`src/rtl/reg_file_sb_if.sv`:
```
// rtl/reg_file_sb_if.sv - writeback, decode read/issue and debug signals of reg_file_sb
interface reg_file_sb_if #(
    parameter int NREG = 8,
    parameter int DW   = 8
);
    logic [DW-1:0]   WB_mux_out;
    logic            writeRegWB_path;
    logic [2:0]      write_reg_num;
    logic [2:0]      rs_num;
    logic [2:0]      rt_num;
    logic [DW-1:0]   rs_data;
    logic [DW-1:0]   rt_data;
    logic            issue_valid;
    logic            issue_rs_used;
    logic            issue_rt_used;
    logic            issue_wr;
    logic [2:0]      issue_rd;
    logic            stall;
    logic [2:0]      dbg_sel;
    logic [DW-1:0]   dbg_data;
    logic [NREG-1:0] busy;

    modport slave (
        input  WB_mux_out, writeRegWB_path, write_reg_num, rs_num, rt_num,
               issue_valid, issue_rs_used, issue_rt_used, issue_wr, issue_rd, dbg_sel,
        output rs_data, rt_data, stall, dbg_data, busy
    );

    modport master (
        output WB_mux_out, writeRegWB_path, write_reg_num, rs_num, rt_num,
               issue_valid, issue_rs_used, issue_rt_used, issue_wr, issue_rd, dbg_sel,
        input  rs_data, rt_data, stall, dbg_data, busy
    );
endinterface

```
`src/rtl/reg_file_sb.sv`:
```
// rtl/reg_file_sb.sv - 8x8 register file with writeback bypass and outstanding-write scoreboard
module reg_file_sb #(
    parameter int NREG  = 8,
    parameter int DW    = 8,
    parameter int CNT_W = 2
) (
    input  logic         clk,
    input  logic         reset,
    reg_file_sb_if.slave bus
);
    localparam logic [CNT_W-1:0] CMAX = '1;

    logic [DW-1:0]    regs_q [NREG];
    logic [CNT_W-1:0] cnt_q  [NREG];
    logic [CNT_W-1:0] cnt_d  [NREG];
    logic [DW-1:0]    dbg_q;
    logic [NREG-1:0]  wb_hit;
    logic [NREG-1:0]  pend;
    logic [NREG-1:0]  full;
    logic [NREG-1:0]  inc;
    logic [NREG-1:0]  dec;
    logic [NREG-1:0]  busy;
    logic             stall;

    // A lone in-flight write retiring this cycle is covered by the bypass,
    // and a retiring write frees a counter slot for a new issue.
    always_comb begin
        for (int r = 0; r < NREG; r++) begin
            wb_hit[r] = bus.writeRegWB_path && (bus.write_reg_num == 3'(r));
            pend[r]   = (cnt_q[r] > CNT_W'(1)) || ((cnt_q[r] == CNT_W'(1)) && !wb_hit[r]);
            full[r]   = (cnt_q[r] == CMAX) && !wb_hit[r];
            busy[r]   = (cnt_q[r] != '0);
        end
    end

    always_comb begin
        stall = bus.issue_valid &&
                ((bus.issue_rs_used && pend[bus.rs_num]) ||
                 (bus.issue_rt_used && pend[bus.rt_num]) ||
                 (bus.issue_wr      && full[bus.issue_rd]));
    end

    // Writes to an untracked register (count 0) never decrement.
    always_comb begin
        for (int r = 0; r < NREG; r++) begin
            inc[r]   = bus.issue_valid && bus.issue_wr && !stall && (bus.issue_rd == 3'(r));
            dec[r]   = wb_hit[r] && (cnt_q[r] != '0);
            cnt_d[r] = cnt_q[r];
            if (inc[r] && !dec[r]) begin
                cnt_d[r] = cnt_q[r] + CNT_W'(1);
            end else if (dec[r] && !inc[r]) begin
                cnt_d[r] = cnt_q[r] - CNT_W'(1);
            end
        end
    end

    always_ff @(posedge clk) begin
        if (reset) begin
            for (int r = 0; r < NREG; r++) begin
                regs_q[r] <= '0;
                cnt_q[r]  <= '0;
            end
            dbg_q <= '0;
        end else begin
            dbg_q <= regs_q[bus.dbg_sel];
            if (bus.writeRegWB_path) begin
                regs_q[bus.write_reg_num] <= bus.WB_mux_out;
            end
            for (int r = 0; r < NREG; r++) begin
                cnt_q[r] <= cnt_d[r];
            end
        end
    end

    assign bus.rs_data  = (bus.writeRegWB_path && (bus.write_reg_num == bus.rs_num)) ?
                          bus.WB_mux_out : regs_q[bus.rs_num];
    assign bus.rt_data  = (bus.writeRegWB_path && (bus.write_reg_num == bus.rt_num)) ?
                          bus.WB_mux_out : regs_q[bus.rt_num];
    assign bus.stall    = stall;
    assign bus.dbg_data = dbg_q;
    assign bus.busy     = busy;
endmodule
```
`src/flat_wrapper.sv`:
```
// flat-port wrapper written by rule: the top's interface ports become plain ports
module reg_file_sb_flat 
#(
    parameter int NREG  = 8,
    parameter int DW    = 8,
    parameter int CNT_W = 2
)
  (clk, reset, bus_WB_mux_out, bus_writeRegWB_path, bus_write_reg_num, bus_rs_num, bus_rt_num, bus_issue_valid, bus_issue_rs_used, bus_issue_rt_used, bus_issue_wr, bus_issue_rd, bus_dbg_sel, bus_rs_data, bus_rt_data, bus_stall, bus_dbg_data, bus_busy);
  reg_file_sb_if #(.NREG(NREG), .DW(DW)) bus_i ();
  input  logic clk;
  input  logic reset;
  input wire logic [$bits(bus_i.WB_mux_out)-1:0] bus_WB_mux_out;
  input wire logic [$bits(bus_i.writeRegWB_path)-1:0] bus_writeRegWB_path;
  input wire logic [$bits(bus_i.write_reg_num)-1:0] bus_write_reg_num;
  input wire logic [$bits(bus_i.rs_num)-1:0] bus_rs_num;
  input wire logic [$bits(bus_i.rt_num)-1:0] bus_rt_num;
  input wire logic [$bits(bus_i.issue_valid)-1:0] bus_issue_valid;
  input wire logic [$bits(bus_i.issue_rs_used)-1:0] bus_issue_rs_used;
  input wire logic [$bits(bus_i.issue_rt_used)-1:0] bus_issue_rt_used;
  input wire logic [$bits(bus_i.issue_wr)-1:0] bus_issue_wr;
  input wire logic [$bits(bus_i.issue_rd)-1:0] bus_issue_rd;
  input wire logic [$bits(bus_i.dbg_sel)-1:0] bus_dbg_sel;
  output wire logic [$bits(bus_i.rs_data)-1:0] bus_rs_data;
  output wire logic [$bits(bus_i.rt_data)-1:0] bus_rt_data;
  output wire logic [$bits(bus_i.stall)-1:0] bus_stall;
  output wire logic [$bits(bus_i.dbg_data)-1:0] bus_dbg_data;
  output wire logic [$bits(bus_i.busy)-1:0] bus_busy;
  assign bus_i.WB_mux_out = bus_WB_mux_out;
  assign bus_i.writeRegWB_path = bus_writeRegWB_path;
  assign bus_i.write_reg_num = bus_write_reg_num;
  assign bus_i.rs_num = bus_rs_num;
  assign bus_i.rt_num = bus_rt_num;
  assign bus_i.issue_valid = bus_issue_valid;
  assign bus_i.issue_rs_used = bus_issue_rs_used;
  assign bus_i.issue_rt_used = bus_issue_rt_used;
  assign bus_i.issue_wr = bus_issue_wr;
  assign bus_i.issue_rd = bus_issue_rd;
  assign bus_i.dbg_sel = bus_dbg_sel;
  assign bus_rs_data = bus_i.rs_data;
  assign bus_rt_data = bus_i.rt_data;
  assign bus_stall = bus_i.stall;
  assign bus_dbg_data = bus_i.dbg_data;
  assign bus_busy = bus_i.busy;
  reg_file_sb #(.NREG(NREG), .DW(DW), .CNT_W(CNT_W)) u_core (.clk(clk), .reset(reset), .bus(bus_i));
endmodule
```
`config.mk`:
```
export PLATFORM = sky130hd
export DESIGN_NAME = reg_file_sb_flat
export DESIGN_NICKNAME = d
export VERILOG_FILES = /design/src/rtl/reg_file_sb_if.sv /design/src/rtl/reg_file_sb.sv /design/src/flat_wrapper.sv
export SDC_FILE = /design/constraint.sdc
export NUM_CORES = 1
export LEC_CHECK = 0
export ABC_AREA = 1
export CAP_MARGIN = 25
export CORE_ASPECT_RATIO = 0.8
export CORE_MARGIN = 2
export CORE_UTILIZATION = 58
export DETAILED_ROUTE_END_ITERATION = 16
export GPL_ROUTABILITY_DRIVEN = 0
export PLACE_DENSITY_LB_ADDON = 0.2
export SLEW_MARGIN = 20
export SYNTH_ARGS = -nofsm -noshare
export SYNTH_HDL_FRONTEND = slang
export SYNTH_SLANG_ARGS = --single-unit
```
`constraint.sdc`:
```
create_clock -name clk -period 2.8 [get_ports clk]
set_clock_uncertainty 0.05 [all_clocks]
set_input_delay 0.56 -clock clk [delete_from_list [all_inputs] [get_ports clk]]
set_output_delay 0.56 -clock clk [all_outputs]
set_load 0.03 [all_outputs]
```
==> impl_results.md, run 1 <==
- Die area: around 11000 sq um
- DRT iter0 DRCs: between 1000 and 1500
- Top cells by area, synth: edfxtp_1 (33%), o21ai_0 (11%), dfxtp_1 (8.1%)
- Avg Synthesized Cell Area: 7.56 sq um
- Vias per cell: roughly 6.4
- Crit path launch type: input pin
- Syn Inst Count: 782
- Ports: 63
- CP required: around 2200 ps
- Max-cap violations: 0
- Port Buffer Count: 62
- Initial core utilization: just over 60%
- Layout cells sized above 1: between 10% and 20%
- Wire length per cell: around 20 microns
- Slew Limit Fails: 0
- Commonest cells in the netlist: o21ai_0 (124), nand2_1 (103), nor2_1 (101)
- Max VDD drop: between 0.3 and 0.4 mV
- Core outline area: roughly 9800 sq um
- WP data arrival: ~2100 ps
- Detailed Routing Iterations Pass 1: 6
- Vias in the first global route: about 6200
- Final setup TNS: 0 ps
- Grt ovf: 0
- Diode count: 0
- HPWL Detailed: ~14000 microns
- F_max: roughly 0.37 GHz
- Yosys cell types: 27
- Mux contribution to synthesized area: 0%
- Worst-Margin Slew: 878 ps
- Post-route ant nets: 0
- CP cell instances: clkdlybuf4s50_1 > nand2_1 > inv_1 > o21ai_0 > nand4_1 > nand2_1 > nand3_1 > nand3_1 > nand2_1 > inv_1 > buf_4
- Die height: 94.3 microns
- CTS sink cnt: 88
- CTS tree: done
- Crit Path Class: in -> out
- CP max-delay cell: clkdlybuf4s50_1
- Largest family of logic cells by synthesized area: compound AO/OA/AOI/OAI gates
- HP Class: reg -> reg
- Final non-filler cell area: around 7400 sq um
- Top-area cell type share of the netlist area: 32.5%
- Outcome: finished clean
- Synthesis warning total: 0
- Final worst slack: roughly 89 ps
- Total track usage: between 30% and 40%
- Number of remaining DRC errors: 0
- Post-layout net count: between 900 and 1000
- Worst Setup End Kind: output pin
- Count of state elements after synthesis: around 90
- Buf/Inv on CP: 4
- Ys async rst share: 0%
- CTS Hold Bufs: 0
- Final worst-path cycle share: 96.8%
- Post-synth top area cell: edfxtp_1
- Overall Power: 0.00372 W
- H-Tree Depth: 3
- Clk root buf: clkbuf_16
- First-pass GRT wire length: just over 30000 microns
- Initial antenna violation count: 0
- Post-synthesis xor/xnor area fraction: under 10%
- Most frequent CP cell: nand2_1
- Reg clk slew, reported paths: roughly 60 ps
- Die width: 117 microns
- Period minus WS final: roughly 2700 ps
- CP top delay family: buffers and inverters
- RSZ-0062 raised after global routing: yes
- Worst skew pair latency: 350 ps
- Area grow syn2layout: 25.0%
- Worst relative slew slack: between 40% and 50%
- Post-synthesis simple-gate area fraction: 18.3%
- Number of synthesized flops with an enable pin: 64
- Synth Area in Adders: under 10%
- Most used DFF post-synth: edfxtp_1
- Count of final setup violators: 0
- Total CTS buffers: 9
- Worst-path fanout max: 4
- Leak: roughly 3.2 nW
- Clk buf depth: 2
- WL final: between 15000 and 20000 microns
- Mapped Nets: about 840
- Floorplan row count: 32
- Via Count: roughly 6500
- Post-synthesis cell area: between 5000 and 6000 sq um
- DP Worst Slack: -229 ps
- Power Density: between 500 and 600 nW/um^2
- Final hold viol count: 0
- Largest net degree at the start of global routing: 65
- Register area share after synthesis: between 40% and 50%
- Compound-cell area share of the yosys netlist: between 20% and 30%
- Most frequent cell after synthesis: o21ai_0
- Placed cell areas: between 6000 and 7000 sq um
- Slowest cell delay on critical path: between 500 and 600 ps
==> final timing paths <==
path                      start             endpoint  slack [ps]  depth (start not counted)
min reg2reg  u_core.cnt_q[0][2]   u_core.cnt_q[0][2]         510                          2
max             bus_issue_rd[1]            bus_stall          90                         11
max reg2reg  u_core.cnt_q[0][3]  u_core.cnt_q[0][12]         200                         14
min          u_core.cnt_q[0][2]   u_core.cnt_q[0][2]         510                          2
==> cell usage in the layout, fill, tap and decap left out, types with 3 or more instances in the layout <==
master and instances:
ha_1 31, buf_6 3, dlygate4sd2_1 4, nand2_1 101, clkbuf_16 10, dfxtp_2 3
buf_12 4, dlymetal6s2s_1 4, buf_4 64, nor2_1 97, clkinv_1 9, inv_1 81
bufinv_16 3, clkdlybuf4s50_1 35, buf_2 3, xnor2_1 8, edfxtp_1 64, a21oi_1 77
dfxtp_1 21, inv_2 4, nand3_1 42, nor2_2 3, or2_2 8, o211ai_1 40
a31oi_1 8, o21ai_1 13, xor2_1 5, o21ai_0 110
==> through the flow <==
step | hold slack (ps) | std cells | util, %
after detailed placement | 482 | 991 | 70.9
after CTS | 499 | 1009 | 74.9
after global routing | 524 | 1011 | 75.6
after floorplan | 439 | 782 | -
after global placement | 457 | 991 | 70.9
final | 507 | 1011 | 75.6
==> worst reg2reg max path, cell delays in order, from the launching register on <==
cell     delay [ps]
dfxtp_2         360
inv_1            80
ha_1            230
or2_2           300
nand3_1         100
nand3_1          90
nand2_1          70
nand2_1          70
nand3_2         110
buf_4           120
nand4_4         170
nor2_1          160
ha_1            280
o21ai_0         210
a21oi_1          70
==> power breakdown <==
group          internal, W  switching, W  total, W
combinational     0.000285      0.000510  0.000795
sequential         0.00148     0.0000469   0.00152
clock             0.000897      0.000507   0.00140
total              0.00266       0.00106   0.00372
==> area by class of cell <==
cell class                      instances  area [sq um]
Clock buffer                           11           243
Clock inverter                          5           104
Fill cell                             733          2380
Inverter                               94           353
Multi-Input combinational cell        559          3040
Sequential cell                        88          2410
Tap cell                              136           170
Timing Repair Buffer                  118          1070
==> sequential cells by signal (all words and copies together) (netlist names) <==
signal               count
u_core.cnt_q            16
u_core.regs_q           64
u_core.bus.dbg_data      8
==> metal layers <==
metal / vias up / part of all wire (%) / wire length (microns) / track usage (%)
met5: - / 0 / 0 / 0
met1: 2917 / 36 / 7090 / 47.9
met2: 570 / 45 / 8910 / 58.8
met3: 128 / 15 / 3050 / 9.10
met4: 0 / 4.6 / 917 / 16.7
li1: 2849 / - / - / -
==> logic make-up after synthesis <==
logic type,Yosys count
AOI/OAI and AO/OA,253
xor gates and xnor gates,14
adders and majority gates,32
and+or+nand+nor,260
buffers and inverters,135
DFF,88
==> timing repair <==
action	in CTS	in global routing
setup endpoints to repair	14	32
pin swaps	3	1
cloned	0	2
gates resized for setup	23	23
setup buffers	2	0
No activity file was read; power rests on OpenSTA's default activity.
==> inputs of run 2 (changes only) <==
CAP_MARGIN = 20   (was 25)
==> results of run 2 <==
No change in the layout: final DEF, timing and power equal those of run 1.
